**src/rtl/instr_encoder.sv**
```systemverilog
// Two-stage RISC-V instruction encoder: turns decoded fields back into a 32-bit word.
// Unsupported opcodes produce a NOP with out_err set; out-of-range immediates set out_err.
module instr_encoder #(
    parameter int INSTRUCTON_WIDTH = 32,
    parameter int CNT_WIDTH        = 16
) (
    input  logic                        clk,
    input  logic                        rst,
    input  logic                        in_valid,
    output logic                        in_ready,
    input  logic [6:0]                  opcode,
    input  logic [4:0]                  rd,
    input  logic [4:0]                  rs1,
    input  logic [4:0]                  rs2,
    input  logic [2:0]                  func3,
    input  logic [6:0]                  func7,
    input  logic [31:0]                 imm,
    output logic                        out_valid,
    input  logic                        out_ready,
    output logic [INSTRUCTON_WIDTH-1:0] out_instr,
    output logic                        out_err,
    output logic [CNT_WIDTH-1:0]        enc_count,
    output logic [CNT_WIDTH-1:0]        err_count
);

    typedef enum logic [2:0] {
        FMT_R, FMT_I, FMT_SHIFT, FMT_S, FMT_B, FMT_U, FMT_J, FMT_BAD
    } InstrFormat;

    InstrFormat w_fmt;
    InstrFormat r_s1_fmt;
    logic       r_s1_valid;
    logic [6:0] r_s1_opcode;
    logic [4:0] r_s1_rd;
    logic [4:0] r_s1_rs1;
    logic [4:0] r_s1_rs2;
    logic [2:0] r_s1_func3;
    logic [6:0] r_s1_func7;
    logic [31:0] r_s1_imm;

    logic                        r_s2_valid;
    logic [INSTRUCTON_WIDTH-1:0] r_s2_instr;
    logic                        r_s2_err;
    logic [CNT_WIDTH-1:0]        r_enc_count;
    logic [CNT_WIDTH-1:0]        r_err_count;

    logic                        w_accept;
    logic                        w_s1_adv;
    logic                        w_out_fire;
    logic [INSTRUCTON_WIDTH-1:0] w_word;
    logic                        w_err;

    assign w_out_fire = r_s2_valid && out_ready;
    assign w_s1_adv   = r_s1_valid && (!r_s2_valid || out_ready);
    assign in_ready   = !r_s1_valid || !r_s2_valid || out_ready;
    assign w_accept   = in_valid && in_ready;

    always_comb begin
        w_fmt = FMT_BAD;
        case (opcode)
            7'b0110011, 7'b0101111: w_fmt = FMT_R;
            7'b0010011:             w_fmt = (func3 == 3'b001 || func3 == 3'b101) ? FMT_SHIFT : FMT_I;
            7'b0000011, 7'b1100111,
            7'b1110011:             w_fmt = FMT_I;
            7'b0100011:             w_fmt = FMT_S;
            7'b1100011:             w_fmt = FMT_B;
            7'b1101111:             w_fmt = FMT_J;
            7'b0010111, 7'b0110111: w_fmt = FMT_U;
            default:                w_fmt = FMT_BAD;
        endcase
    end

    always_ff @(posedge clk or posedge rst) begin
        if (rst) begin
            r_s1_valid  <= 1'b0;
            r_s1_fmt    <= FMT_BAD;
            r_s1_opcode <= '0;
            r_s1_rd     <= '0;
            r_s1_rs1    <= '0;
            r_s1_rs2    <= '0;
            r_s1_func3  <= '0;
            r_s1_func7  <= '0;
            r_s1_imm    <= '0;
        end else if (w_accept) begin
            r_s1_valid  <= 1'b1;
            r_s1_fmt    <= w_fmt;
            r_s1_opcode <= opcode;
            r_s1_rd     <= rd;
            r_s1_rs1    <= rs1;
            r_s1_rs2    <= rs2;
            r_s1_func3  <= func3;
            r_s1_func7  <= func7;
            r_s1_imm    <= imm;
        end else if (w_s1_adv) begin
            r_s1_valid  <= 1'b0;
        end
    end

    // Range checks: a sign-extended immediate must have all bits above its top field bit equal.
    always_comb begin
        w_word = 32'h0000_0013;
        w_err  = 1'b1;
        case (r_s1_fmt)
            FMT_R: begin
                w_word = {r_s1_func7, r_s1_rs2, r_s1_rs1, r_s1_func3, r_s1_rd, r_s1_opcode};
                w_err  = 1'b0;
            end
            FMT_I: begin
                w_word = {r_s1_imm[11:0], r_s1_rs1, r_s1_func3, r_s1_rd, r_s1_opcode};
                w_err  = !((&r_s1_imm[31:11]) || !(|r_s1_imm[31:11]));
            end
            FMT_SHIFT: begin
                w_word = {r_s1_func7, r_s1_imm[4:0], r_s1_rs1, r_s1_func3, r_s1_rd, r_s1_opcode};
                w_err  = |r_s1_imm[31:5];
            end
            FMT_S: begin
                w_word = {r_s1_imm[11:5], r_s1_rs2, r_s1_rs1, r_s1_func3, r_s1_imm[4:0], r_s1_opcode};
                w_err  = !((&r_s1_imm[31:11]) || !(|r_s1_imm[31:11]));
            end
            FMT_B: begin
                w_word = {r_s1_imm[12], r_s1_imm[10:5], r_s1_rs2, r_s1_rs1, r_s1_func3,
                          r_s1_imm[4:1], r_s1_imm[11], r_s1_opcode};
                w_err  = !((&r_s1_imm[31:12]) || !(|r_s1_imm[31:12])) || r_s1_imm[0];
            end
            FMT_U: begin
                w_word = {r_s1_imm[31:12], r_s1_rd, r_s1_opcode};
                w_err  = |r_s1_imm[11:0];
            end
            FMT_J: begin
                w_word = {r_s1_imm[20], r_s1_imm[10:1], r_s1_imm[11], r_s1_imm[19:12],
                          r_s1_rd, r_s1_opcode};
                w_err  = !((&r_s1_imm[31:20]) || !(|r_s1_imm[31:20])) || r_s1_imm[0];
            end
            default: begin
                w_word = 32'h0000_0013;
                w_err  = 1'b1;
            end
        endcase
    end

    always_ff @(posedge clk or posedge rst) begin
        if (rst) begin
            r_s2_valid <= 1'b0;
            r_s2_instr <= '0;
            r_s2_err   <= 1'b0;
        end else if (w_s1_adv) begin
            r_s2_valid <= 1'b1;
            r_s2_instr <= w_word;
            r_s2_err   <= w_err;
        end else if (w_out_fire) begin
            r_s2_valid <= 1'b0;
        end
    end

    always_ff @(posedge clk or posedge rst) begin
        if (rst) begin
            r_enc_count <= '0;
            r_err_count <= '0;
        end else if (w_out_fire) begin
            r_enc_count <= r_enc_count + CNT_WIDTH'(1);
            if (r_s2_err) begin
                r_err_count <= r_err_count + CNT_WIDTH'(1);
            end
        end
    end

    assign out_valid = r_s2_valid;
    assign out_instr = r_s2_instr;
    assign out_err   = r_s2_err;
    assign enc_count = r_enc_count;
    assign err_count = r_err_count;

endmodule

```
**config.mk**
```make
export PLATFORM = sky130hd
export DESIGN_NAME = instr_encoder
export DESIGN_NICKNAME = d
export VERILOG_FILES = /design/src/rtl/instr_encoder.sv
export SDC_FILE = /design/constraint.sdc
export NUM_CORES = 1
export LEC_CHECK = 0
export CAP_MARGIN = 0
export CORE_UTILIZATION = 34
export DETAILED_ROUTE_END_ITERATION = 6
export GPL_ROUTABILITY_DRIVEN = 0
export GPL_TIMING_DRIVEN = 1
export HOLD_SLACK_MARGIN = 0.08
export PLACE_DENSITY = 0.53
export SYNTH_ARGS = -nofsm -noshare
export SYNTH_HDL_FRONTEND = slang
export SYNTH_SLANG_ARGS = --single-unit
```
**constraint.sdc**
```tcl
create_clock -name clk -period 8.9 [get_ports clk]
set_clock_uncertainty 0.15 [all_clocks]
set_input_delay 0.89 -clock clk [delete_from_list [all_inputs] [get_ports clk]]
set_output_delay 0.89 -clock clk [all_outputs]
set_load 0.01 [all_outputs]
```
==> results_dict.tcl, run 1 <==
set metrics [dict create \
    status "finished clean" \
    die_w_um 136 \
    p_int_mw 1.40 \
    die-area_sq_um 18600 \
    num-fill-cells 1605 \
    setup-tns-final_ns 0 \
    worst_slew_pin_slew_ns 1.10 \
    p_per_area_nw_per_um2 234 \
    synthesis.nets 601 \
    cts_root_buf "clkbuf_16" \
    slowest_delay_ns 0.55 \
    startpoint_type "input port" \
    yosysMostFrequentCell "dfrtp_1" \
    pre_cts_slack_ns 5.59 \
    rsz0062_at_grt "false" \
    drt-wirelength-per-cell_um 16.8 \
    dp_hpwl_um 10500 \
    setup_viol 0 \
    period_minus_slack_ns 3.21 \
    cts_tree "done" \
    synth_fa_ha_area_frac 0.00408 \
    fmax_mhz 311 \
    cpMostUsedCell "clkdlybuf4s50_1" \
    gr-usage-met2 0.267 \
    gr-usage-met3 0.0377 \
    leakage_nw 3.40 \
    post_cts_buffers 0 \
    p_sw_frac 0.276 \
    cts_made_buffers 17 \
    synthCells 531 \
    hold_viol_final 0 \
    final_nets 730 \
    wl_um 15100 \
    clkLatencyLatePin_ns 0.41 \
    coreArea_sq_um 17500 \
    ys_seq_area_frac 0.548 \
    slowest_stage "clkdlybuf4s50_1" \
    ir_drop_v 0.000153 \
    power_frac_comb 0.210 \
    async_flop_share 1.00 \
    netlist_area_sq_um 6130 \
    ys_warn_count 0 \
    p_seq_frac 0.429 \
    firstDrtPassIters 4 \
    synth_area_leaders "dfrtp_1 53%, mux2_2 12%, xnor2_1 3.1%" \
    clk_path_buf_depth 2 \
    synthMuxAreaShare 0.126 \
    max_slew_margin 0.265 \
    die_h_um 136 \
    required_ns 7.86 \
    initial_core_util 0.351 \
    use_met1 0.236 \
    ios 135 \
    synthSimpleGateAreaFrac 0.138 \
    grt_max_degree 84 \
    grt_pass1_wl_um 24400 \
    power_switching_mw 0.534 \
    ys.flop_type "dfrtp_1" \
    grt-ovfl-total 0 \
    post-route-period-util 0.361 \
    synth_top_family_by_area "simple AND/OR/NAND/NOR gates" \
    drive_gt1_frac 0.166 \
    timing_worst_setup_path_type "input port to output port" \
    num_vias 4615 \
    cp_num_buf_inv 2 \
    antenna_found_initial 0 \
    grt_pass1_vias 4564 \
    maxSlewViolCount 0 \
    p_clk_frac 0.362 \
    synthDistinctLibCells 51 \
    synth_largest_area_cell "dfrtp_1" \
    layout_setup_ws_ns 5.69 \
    ant_nets 0 \
    htree_levels 4 \
    crit_path_cell_trace "clkdlybuf4s50_1 -> nand3b_1 -> clkdlybuf4s50_1" \
    antenna_cells 0 \
    vias_per_cell 5.14 \
    grt_use_total 0.173 \
    drcViolationCount 0 \
    cp_max_fo 5 \
    port_buffers 134 \
    drt_iter0_markers 276 \
    yosys.area_share.xor_xnor 0.0443 \
    synth_top_area_frac 0.535 \
    critical-path-top-delay-family "buffers and inverters" \
    ctsHoldBuffers 0 \
    avgSynthCellArea_sq_um 11.5 \
    drv_cap 0 \
    area_growth_pct 34.7 \
    netlist_top_cells_count "131 x dfrtp_1, 66 x mux2_2, 46 x nand2_1" \
    rows 48 \
    busiest_layer "met2" \
    cts_sinks 134 \
    synth_edf_count 0 \
    min_path_type "flip-flop to flip-flop" \
    post_cts_resized 0 \
    crit_path_end_kind "output port" \
    cp.arrival_ns 2.17 \
    synth_seq_cells 134 \
    clkTransAtPathRegs_ns 0.05 \
    synth_compound_area_frac 0.113 \
]
area by class of cell:
type,count,area [sq um],share of cell area
clock buffer,24,502,0.0608
multi-input combinational,360,2610,0.316
tap,225,282,0.0341
timing repair buffer,138,1370,0.166
clock inverter,8,95.1,0.0115
inverter,9,38.8,0.00470
sequential,134,3360,0.407
through the flow:
step	total power, mW	hold slack [ns]	utilization	area [sq um]	instances
detailed placement	1.25	0.314	0.438	7660	866
global placement	1.24	0.310	0.438	7660	866
floorplan	1.03	0.304	-	6130	531
finish	1.94	0.316	0.473	8260	898
CTS	1.96	0.325	0.473	8260	898
global route	2.04	0.337	0.473	8260	898
metal layers:
layer	up-vias	routed length, um
met2	158	6930
met5	-	0
li1	2190	-
met1	2248	7150
met3	19	749
met4	0	221
layout by cell type (no fill, tap or decap), types with 3 or more instances in the layout:
master	n
clkbuf_8	5
nor3_1	6
nor4_1	6
xor2_1	9
nand3_1	13
and3_1	4
a32oi_1	5
dfstp_2	3
clkbuf_16	17
a22o_1	6
or3_1	3
o31ai_1	6
a211oi_1	16
a222oi_1	3
a31oi_1	5
xnor2_1	22
buf_4	4
nand2b_1	7
a221oi_1	14
mux2i_1	3
nor2_1	35
a21o_1	6
nand2_1	45
o22a_1	3
o21ai_0	17
nor2b_1	17
inv_1	8
dfrtp_1	131
mux2_2	66
a21oi_1	6
nand4_1	11
clkdlybuf4s50_1	134
clkinv_2	4
or2_2	3
logic make-up after synthesis:
group / count (synthesis)
buf+inv: 37
simple gates: 163
mux: 69
flops: 134
fa+ha+maj: 2
compound gates: 95
xor+xnor: 31
final timing paths:
path                                from       endpoint  slack (ns)  depth (start not counted)
setup / recovery               out_ready       in_ready        5.69                          3
hold / removal             err_count[15]  err_count[15]        0.32                          1
setup reg to reg             r_s1_fmt[0]  out_instr[22]        6.09                          3
hold reg to reg            err_count[15]  err_count[15]        0.32                          1
max in group asynchronous            rst    r_s1_imm[0]        6.58                          3
min in group asynchronous            rst  err_count[15]        0.85                          2
sequential cells by signal, indices dropped and copies added (netlist names):
name,flops
out_valid,1
r_s1_valid,1
r_s1_rs1,5
r_s1_opcode,7
err_count,16
enc_count,16
r_s1_imm,32
out_instr,32
r_s1_func7,7
r_s1_rs2,5
out_err,1
r_s1_fmt,3
r_s1_rd,5
r_s1_func3,3
power by group through the flow:
| stage | clock (mW) | sequential [mW] | combinational [mW] |
|---|---|---|---|
| floorplan | 0 | 0.827 | 0.203 |
| global placement | 0 | 0.837 | 0.404 |
| detailed placement | 0 | 0.840 | 0.411 |
| CTS | 0.716 | 0.831 | 0.412 |
| global route | 0.744 | 0.848 | 0.445 |
| finish | 0.700 | 0.829 | 0.406 |
(Power assumes the default switching activity.)
==> inputs of run 2 (changes only) <==
--- a/config.mk
+++ b/config.mk
@@ -11,7 +11,7 @@
 export GPL_ROUTABILITY_DRIVEN = 0
 export GPL_TIMING_DRIVEN = 1
 export HOLD_SLACK_MARGIN = 0.08
-export PLACE_DENSITY = 0.53
+export PLACE_DENSITY = 0.56
 export SYNTH_ARGS = -nofsm -noshare
 export SYNTH_HDL_FRONTEND = slang
 export SYNTH_SLANG_ARGS = --single-unit
==> constraint.sdc (replaced) <==
create_clock -name clk -period 2.6 [get_ports clk]
set_clock_uncertainty 0.15 [all_clocks]
set_input_delay 0.26 -clock clk [delete_from_list [all_inputs] [get_ports clk]]
set_output_delay 0.26 -clock clk [all_outputs]
set_load 0.01 [all_outputs]
==> run 2 against run 1 <==
  * Utilization grew 0.59 points
  * Count of clock-buffer cells in the layout shrank 1
  * Total power grew to 3.4 times the previous value
  * Register-to-register slack lost 5.6 ns
  * Hold slack lost 0.015 ns
  * Cell area grew 1.2%
  * Via count grew 0.78%
  * Combinational power grew to 3.6 times the previous value
  * Sequential cell count is the same
  * Critical path type is now flip-flop to flip-flop
  * Largest cell class unchanged
  * Largest power group unchanged
==> results_dict.tcl, run 2 (same netlist as run 1, synthesis figures left out) <==
set metrics [dict create \
    grt_use_total 0.176 \
    fin_area_sq_um 8360 \
    die_h_um 136 \
    cts_sinks 134 \
    final_nets 740 \
    num_vias 4651 \
    cts_made_buffers 17 \
    cp.arrival_ns 2.27 \
    ios 135 \
    startpoint_type "flip-flop" \
    initial_core_util 0.351 \
    ir_drop_v 0.000510 \
    cts_root_buf "clkbuf_16" \
    firstDrtPassIters 4 \
    wl_um 15500 \
    grt-ovfl-total 0 \
    grt_pass1_vias 4690 \
    use_met1 0.231 \
    antenna_found_initial 0 \
    htree_levels 4 \
    slowest_stage "dfstp_2" \
    hold_start "rs2[3]" \
    rows 48 \
    rrSetupSlack_ns 0.52 \
    grt_pass1_wl_um 24700 \
    finalNonFillerCells 907 \
    num-fill-cells 1583 \
    p_seq_frac 0.425 \
    crit_start "r_s1_fmt[1]" \
    power_switching_mw 1.85 \
    hold_viol_final 0 \
    busiest_layer "met2" \
    clk_path_buf_depth 2 \
    place_area_sq_um 7760 \
    min_path_type "input port to flip-flop" \
    power_frac_comb 0.218 \
    drcViolationCount 0 \
    leakage_nw 3.44 \
    crit_path_cell_trace "buf_4 -> nor2b_1 -> nand2_1 -> o21ai_0 -> a222oi_1 -> o21ai_0" \
    port_buffers 134 \
    dp.cells 875 \
    clkTransAtPathRegs_ns 0.06 \
    drive_gt1_frac 0.176 \
    vias_per_cell 5.13 \
    final_common_cell "clkdlybuf4s50_1" \
    grt_max_degree 82 \
    r2r-start "r_s1_fmt[1]" \
    gr-usage-met2 0.275 \
    slowest_delay_ns 0.63 \
    post-route-period-util 0.802 \
    gr-usage-met3 0.0462 \
    p_clk_frac 0.356 \
    holdPathEnd "r_s1_rs2[3]" \
    die-area_sq_um 18600 \
    critical-path-top-delay-family "flip-flops" \
    cts_tree "done" \
    area_growth_pct 36.4 \
    reg2reg_to "out_instr[22]" \
    period_minus_slack_ns 2.08 \
    timing_worst_setup_path_type "flip-flop to flip-flop" \
    drt-wirelength-per-cell_um 17.0 \
    drv_cap 0 \
    crit_path_end_kind "flip-flop" \
    clkLatencyLatePin_ns 0.42 \
    rsz0062_at_grt "false" \
    maxSlewViolCount 0 \
    setup-tns-final_ns 0 \
    dp_hpwl_um 11000 \
    hold_depth 2 \
    cp_max_fo 12 \
    cpMostUsedCell "o21ai_0" \
    setup_viol 0 \
    status "finished clean" \
    worst_r2r_path_depth 6 \
    max_slew_margin 0.490 \
    required_ns 2.78 \
    cp_num_buf_inv 1 \
    most-common-layout-cells "134 x clkdlybuf4s50_1, 131 x dfrtp_1, 66 x mux2_2" \
    finalHoldWorstSlack_ns 0.302 \
    ant_nets 0 \
    post_cts_buffers 0 \
    p_int_mw 4.79 \
    coreArea_sq_um 17500 \
    die_w_um 136 \
    fmax_mhz 480 \
    p_per_area_nw_per_um2 794 \
    drt_iter0_markers 282 \
    worst_slew_pin_slew_ns 0.757 \
    p_sw_frac 0.279 \
    antenna_cells 0 \
]
-- run 2: changes by cell type in the layout (fill, tap and decap cells not counted) --
cell | previous run | this run
inv_6 | 1 | 0
buf_12 | 0 | 3
clkinvlp_4 | 2 | 4
clkinv_2 | 4 | 3
buf_4 | 4 | 10
dlygate4sd3_1 | 0 | 1
clkbuf_8 | 5 | 4
-- run 2: cell type report --
class	count	area, sq um	area share
well taps	225	282	0.0337
clock inverters	8	97.6	0.0117
clock buffers	23	488	0.0584
repair buffers	148	1490	0.178
inverters	9	37.5	0.00449
flip-flops and latches	134	3360	0.402
multi-input cells	360	2610	0.312
-- run 2: routing by layer --
layer  up-vias  part of all wire
li1       2208                 -
met5         -                 0
met3        22             0.045
met2       136              0.47
met4         0             0.016
met1      2285              0.47
-- run 2: worst max path at each step --
stage / endpoint / cells after the start / slack (ns)
2_1_floorplan: enc_count[0] / 1 / 0.53
3_3_place_gp: err_count[14] / 6 / 0.39
3_5_place_dp: out_instr[24] / 5 / 0.33
4_1_cts: out_instr[17] / 4 / 0.52
5_1_grt: out_instr[22] / 6 / 0.32
6_report: out_instr[22] / 6 / 0.52
-- run 2: what timing repair did --
action,CTS,global route
resized for setup,0,0
hold buffers,1,0
endpoints found under the hold margin,16,0
-- run 2: worst register-to-register path, delay by kind of cell (launching register included) --
kind	cells	cell delay (ns)
buffers and inverters	1	0.22
AOI/OAI and AO/OA	3	0.54
DFF	1	0.63
and+or+nand+nor	2	0.45
-- run 2: metrics by stage --
stage          setup slack (ns)  power (mW)  utilization
3_5_place_dp              0.327        4.32        0.444
3_3_place_gp              0.393        4.28        0.444
5_1_grt                   0.321        6.99        0.478
4_1_cts                   0.518        6.72        0.478
2_1_floorplan             0.527        3.53            -
6_report                  0.516        6.64        0.478
-- run 2: power groups by stage --
stage                     registers, mW  clock network (mW)  logic [mW]
after global placement             2.84                   0        1.43
after floorplan                    2.83                   0       0.695
after global routing               2.88                2.53        1.59
final                              2.82                2.37        1.45
after detailed placement           2.86                   0        1.46
after CTS                          2.82                2.43        1.47
